## src/rtl/alu_exec_stage.sv

```systemverilog
// Execute stage: evaluates the ALU operation when an operation is accepted and
// holds the result in a 2-entry skid buffer. The output entry drives the
// valid/ready result interface. Upstream ready is simply !skid_valid.
module alu_exec_stage #(
  parameter int XLEN = 32
) (
  input  logic            i_clk,
  input  logic            i_rst_n,
  input  logic            i_valid,
  output logic            o_ready,
  input  logic [2:0]      i_alu_control,
  input  logic [XLEN-1:0] i_src_a,
  input  logic [XLEN-1:0] i_src_b,
  output logic            o_valid,
  input  logic            i_ready,
  output logic [XLEN-1:0] o_result,
  output logic            o_zero,
  output logic            o_illegal
);

  typedef enum logic [2:0] {
    ALU_ADD = 3'b000,
    ALU_SUB = 3'b001,
    ALU_AND = 3'b010,
    ALU_OR  = 3'b011,
    ALU_SLT = 3'b101
  } alu_op_e;

  typedef struct packed {
    logic            illegal;
    logic            zero;
    logic [XLEN-1:0] result;
  } entry_t;

  entry_t out_data, skid_data, new_data;
  logic   out_valid, skid_valid;
  logic   acc, pop;
  logic   slt_bit;

  assign acc = i_valid && o_ready;
  assign pop = out_valid && i_ready;

  // Evaluate the incoming operation so it is stored already computed.
  always_comb begin
    new_data = '0;
    slt_bit  = ($signed(i_src_a) < $signed(i_src_b));
    case (i_alu_control)
      ALU_ADD: new_data.result = i_src_a + i_src_b;
      ALU_SUB: new_data.result = i_src_a - i_src_b;
      ALU_AND: new_data.result = i_src_a & i_src_b;
      ALU_OR:  new_data.result = i_src_a | i_src_b;
      ALU_SLT: new_data.result = {{(XLEN-1){1'b0}}, slt_bit};
      default: new_data.illegal = 1'b1;
    endcase
    new_data.zero = (new_data.result == '0);
  end

  // Output/skid entry update; a full skid implies a full output entry, and
  // acceptance is impossible while the skid is full.
  always_ff @(posedge i_clk or negedge i_rst_n) begin
    if (!i_rst_n) begin
      out_valid  <= 1'b0;
      out_data   <= '0;
      skid_valid <= 1'b0;
      skid_data  <= '0;
    end else if (!out_valid) begin
      if (acc) begin
        out_valid <= 1'b1;
        out_data  <= new_data;
      end
    end else if (pop) begin
      if (skid_valid) begin
        out_data   <= skid_data;
        skid_valid <= 1'b0;
      end else if (acc) begin
        out_data <= new_data;
      end else begin
        out_valid <= 1'b0;
      end
    end else if (acc) begin
      skid_valid <= 1'b1;
      skid_data  <= new_data;
    end
  end

  assign o_ready   = !skid_valid;
  assign o_valid   = out_valid;
  assign o_result  = out_data.result;
  assign o_zero    = out_data.zero;
  assign o_illegal = out_data.illegal;

endmodule
```

## config.mk

```make
export PLATFORM = sky130hd
export DESIGN_NAME = alu_exec_stage
export DESIGN_NICKNAME = d
export VERILOG_FILES = /design/src/rtl/alu_exec_stage.sv
export SDC_FILE = /design/constraint.sdc
export NUM_CORES = 1
export LEC_CHECK = 0
export CAP_MARGIN = 25
export CORE_UTILIZATION = 31
export CTS_CLUSTER_SIZE = 16
export DETAILED_ROUTE_END_ITERATION = 10
export SLEW_MARGIN = 20
export SYNTH_ARGS = -nofsm -noshare
export SYNTH_HDL_FRONTEND = slang
export SYNTH_SLANG_ARGS = --single-unit
export TNS_END_PERCENT = 1
```

## constraint.sdc

```tcl
create_clock -name i_clk -period 2.1 [get_ports i_clk]
set_input_delay 0.42 -clock i_clk [delete_from_list [all_inputs] [get_ports i_clk]]
set_output_delay 0.42 -clock i_clk [all_outputs]
set_load 0.05 [all_outputs]
```

==> run_results.csv <==
group,metric,value,unit
routing,drt_first_iter_violations,713,
worst_setup_path,worst_ep_arrival,3570,ps
floorplan,die_width,165.4,um
global_route,globalRouteOverflowTotal,0,
place,detailedPlacementHpwl,24900,um
clock_tree,clkLatencyLatePin,330,ps
yosys,synth_edf_count,0,
clock_tree,clkTransAtPathRegs,50,ps
power_and_ir_drop,peakVddDrop,0.4811,mV
yosys,synth_async_sr_flop_share,1.000,
routing,drtAntennaViolNets,0,
global_route,grt_usage,0.2283,
status,status,"finished, violations left",
yosys,postSynthRegisterBits,70,
yosys,synth.largest_area_cell,"dfrtp_1",
timing,tightest_slew,710.3,ps
clock_tree,tritoncts.num_buffers,9,
timing,setup_total_negative_slack,-37540,ps
worst_setup_path,r2r_start,"o_valid",
power_and_ir_drop,post-layout-total-power,10.37,mW
hold_path,min_path_type,"in -> async",
timing,max_freq,301.5,MHz
place,dp.cells,1871,
yosys,synth.lib_cells_used.distinct,84,
global_route,grt_max_degree,44,
yosys,syn_area_per_cell,7.348,um^2
timing,final_hold_viol_count,0,
worst_setup_path,crit_path_end_kind,"flop",
yosys,netlist_top_cells_area,"dfrtp_1 21%, ha_1 16%, nand2_1 6.9%, a21oi_1 6.4%, o21ai_0 5.5%",
place,io_port_bufs,106,
power_and_ir_drop,p_per_area,734.5,nW/um^2
final_layout,layout-drive-gt1-share,0.4245,
timing,maxSlewHeadroom,0.5247,
power_and_ir_drop,leakagePower,6.561,nW
job,cap_violations,0,
floorplan,fp-row-count,59,
worst_setup_path,critical_path.startpoint_type,"input port",
place,gp_congestion,0.9447,
worst_setup_path,crit_start,"i_src_a[0]",
yosys,syn_inst,1127,
floorplan,core-area,26130,um^2
routing,routed-via-count,9995,
global_route,wire_length_of_the_first_global_routing_pass,49690,um
worst_setup_path,path_max_fanout,5,
timing,fin_crit_sh,1.579,
final_layout,nFillCells,2442,
clock_tree,clock_tree.buffer_depth,2,
floorplan,dieArea,27370,um^2
timing,finalWorstSetupSlack,-1217,ps
yosys,ys_seq_area_frac,0.2115,
floorplan,die_height,165.4,um
floorplan,initial_core_util,0.3169,
clock_tree,tritoncts,"yes",
clock_tree,number_of_levels_the_h_tree_was_split_into,3,
routing,wire_per_inst,16.53,um
yosys,ys_warn_count,0,
global_route,first_global_vias,9428,
timing,setup_viol,57,
floorplan,boundaryPins,107,
worst_setup_path,worst-setup-path-type,"in -> reg",
status,failed_checks,"DRC, setup timing",
timing,layout_min_cycle_time,3317,ps
global_route,number_of_antenna_violations_at_the_first_check_in_global_routing,0,
timing,grt_setup_unrepaired,"yes",
final_layout,final-instance-count-excl-fill,1925,
final_layout,final_nets,1765,
clock_tree,clockRootBuffer,"clkbuf_16",
clock_tree,clkSinkCount,70,
routing,firstDrtPassIters,8,
worst_setup_path,crit_required,2350,ps
routing,remaining_drcs,18,
yosys,synthesized_area,8282,um^2
routing,finalWirelength,31810,um
final_layout,insertedDiodeCount,0,
yosys,synth_flop_cell,"dfrtp_1",
timing,clock_skew,5.847,ps
yosys,synth.net_count,1307,
final_layout,area_growth,70.45,%
timing,slew_violations,0,
yosys,yosys.area.top_type_share,0.2115,
routing,routed_via_density,5.192,
-- state kept, by name (all words and copies together), names as in the netlist --
name,count
skid_data,34
o_result,32
skid_valid,1
o_valid,1
o_illegal,1
o_zero,1
-- area by class of cell --
| cell class | instances | area (um^2) | share of cell area |
|---|---|---|---|
| Multi-Input combinational cell | 891 | 7036 | 0.4984 |
| Timing Repair Buffer | 511 | 4248 | 0.3009 |
| Sequential cell | 70 | 1752 | 0.1241 |
| Tap cell | 335 | 419.2 | 0.02969 |
| Inverter | 102 | 392.9 | 0.02783 |
| Clock buffer | 12 | 246.5 | 0.01746 |
| Clock inverter | 4 | 22.52 | 0.001595 |
-- report_power, final --
part           switching [mW]  internal (mW)  leakage (nW)  total, mW
clock network           0.537          0.824         0.132       1.36
logic                    3.90           2.74          5.56       6.64
registers               0.367           2.00         0.866       2.36
total                    4.80           5.57          6.56       10.4
-- per-layer routing --
| metal | routed length (um) | track usage | vias up |
|---|---|---|---|
| met5 | 0 | 0 | - |
| met2 | 15000 | 0.3786 | 307 |
| met3 | 1559 | 0.01224 | 57 |
| li1 | - | - | 4894 |
| met1 | 14620 | 0.3217 | 4737 |
| met4 | 634 | 0.05579 | 0 |
-- critical path, stage by stage --
cell      delay (ps)
buf_8             80
inv_6             30
ha_4             150
fa_2             340
o21ba_4          230
or4_4            460
a21oi_4          230
buf_6            130
o21a_1           170
o211ai_1         160
nand3_4          140
a21oi_4           70
nor3b_2          150
nand4_1          180
nor4_2           310
nand4_1          140
a31oi_1          160
-- worst paths after layout --
path / cells past startpoint / to / slack [ps]
max in group asynchronous: 2 / skid_data[21] / 1490
min reg2reg: 2 / skid_data[28] / 470
max reg2reg: 5 / o_result[26] / 540
max: 17 / o_zero / -1220
min: 1 / o_result[11] / 80
min in group i_clk: 2 / skid_data[28] / 470
-- cell usage after synthesis, types with 4 or more instances --
cell type,count
nand2_1,153
nor2_1,114
ha_1,107
a21oi_1,106
inv_1,99
o21ai_0,91
dfrtp_1,70
clkbuf_1,36
o211ai_1,23
o22ai_1,22
a211oi_1,18
nor3_1,17
xnor2_1,16
a31oi_1,15
buf_6,13
mux2i_1,13
nor4_1,13
nand4_1,12
nand3_1,11
nor2b_1,10
o31ai_1,10
and3_1,9
a21o_1,7
buf_2,7
nand2b_1,7
o21bai_1,6
o221ai_1,6
or3_1,6
xor2_1,5
buf_4,4
o211a_1,4
o21a_1,4
o21ai_1,4
-- through the flow --
step	utilization	hold WS [ps]	setup WS, ps	instance area, um^2
floorplan	-	124.4	-1037	8335
global placement	0.4692	437.4	-2005	12260
detailed placement	0.4692	443.3	-2044	12260
CTS	0.5120	91.21	-1337	13380
global route	0.5402	119.6	-1352	14120
finish	0.5402	77.80	-1217	14120
-- kinds of logic after synthesis --
family	Yosys count	synth area share
xor+xnor	21	0.02221
compound gates	373	0.2877
simple gates	373	0.2020
mux	15	0.01979
fa+ha+maj	109	0.1665
flops	70	0.2115
buf+inv	166	0.09035
-- cell usage in the layout (no fill, tap or decap), drive strengths merged, types with 12 or more instances in the layout --
| cell | n |
|---|---|
| buf | 411 |
| mux2i | 13 |
| ha | 107 |
| dlymetal6s2s | 17 |
| a21oi | 109 |
| inv | 102 |
| clkbuf | 23 |
| clkdlybuf4s50 | 61 |
| nor2 | 115 |
| nor3 | 18 |
| o211ai | 23 |
| xnor2 | 16 |
| nand2 | 153 |
| nor4 | 14 |
| o22ai | 23 |
| dfrtp | 70 |
| a211oi | 18 |
| o21ai | 95 |
| a31oi | 15 |
| nand4 | 12 |
-- timing repair --
| item | 4_1_cts | 5_1_grt |
|---|---|---|
| hold buffers | 0 | 0 |
| gates cloned | 0 | 1 |
| pin swaps | 68 | 70 |
| resized for setup | 238 | 179 |
| setup buffers | 18 | 19 |
| endpoints found under the setup margin | 66 | 62 |
(Power assumes the default switching activity.)
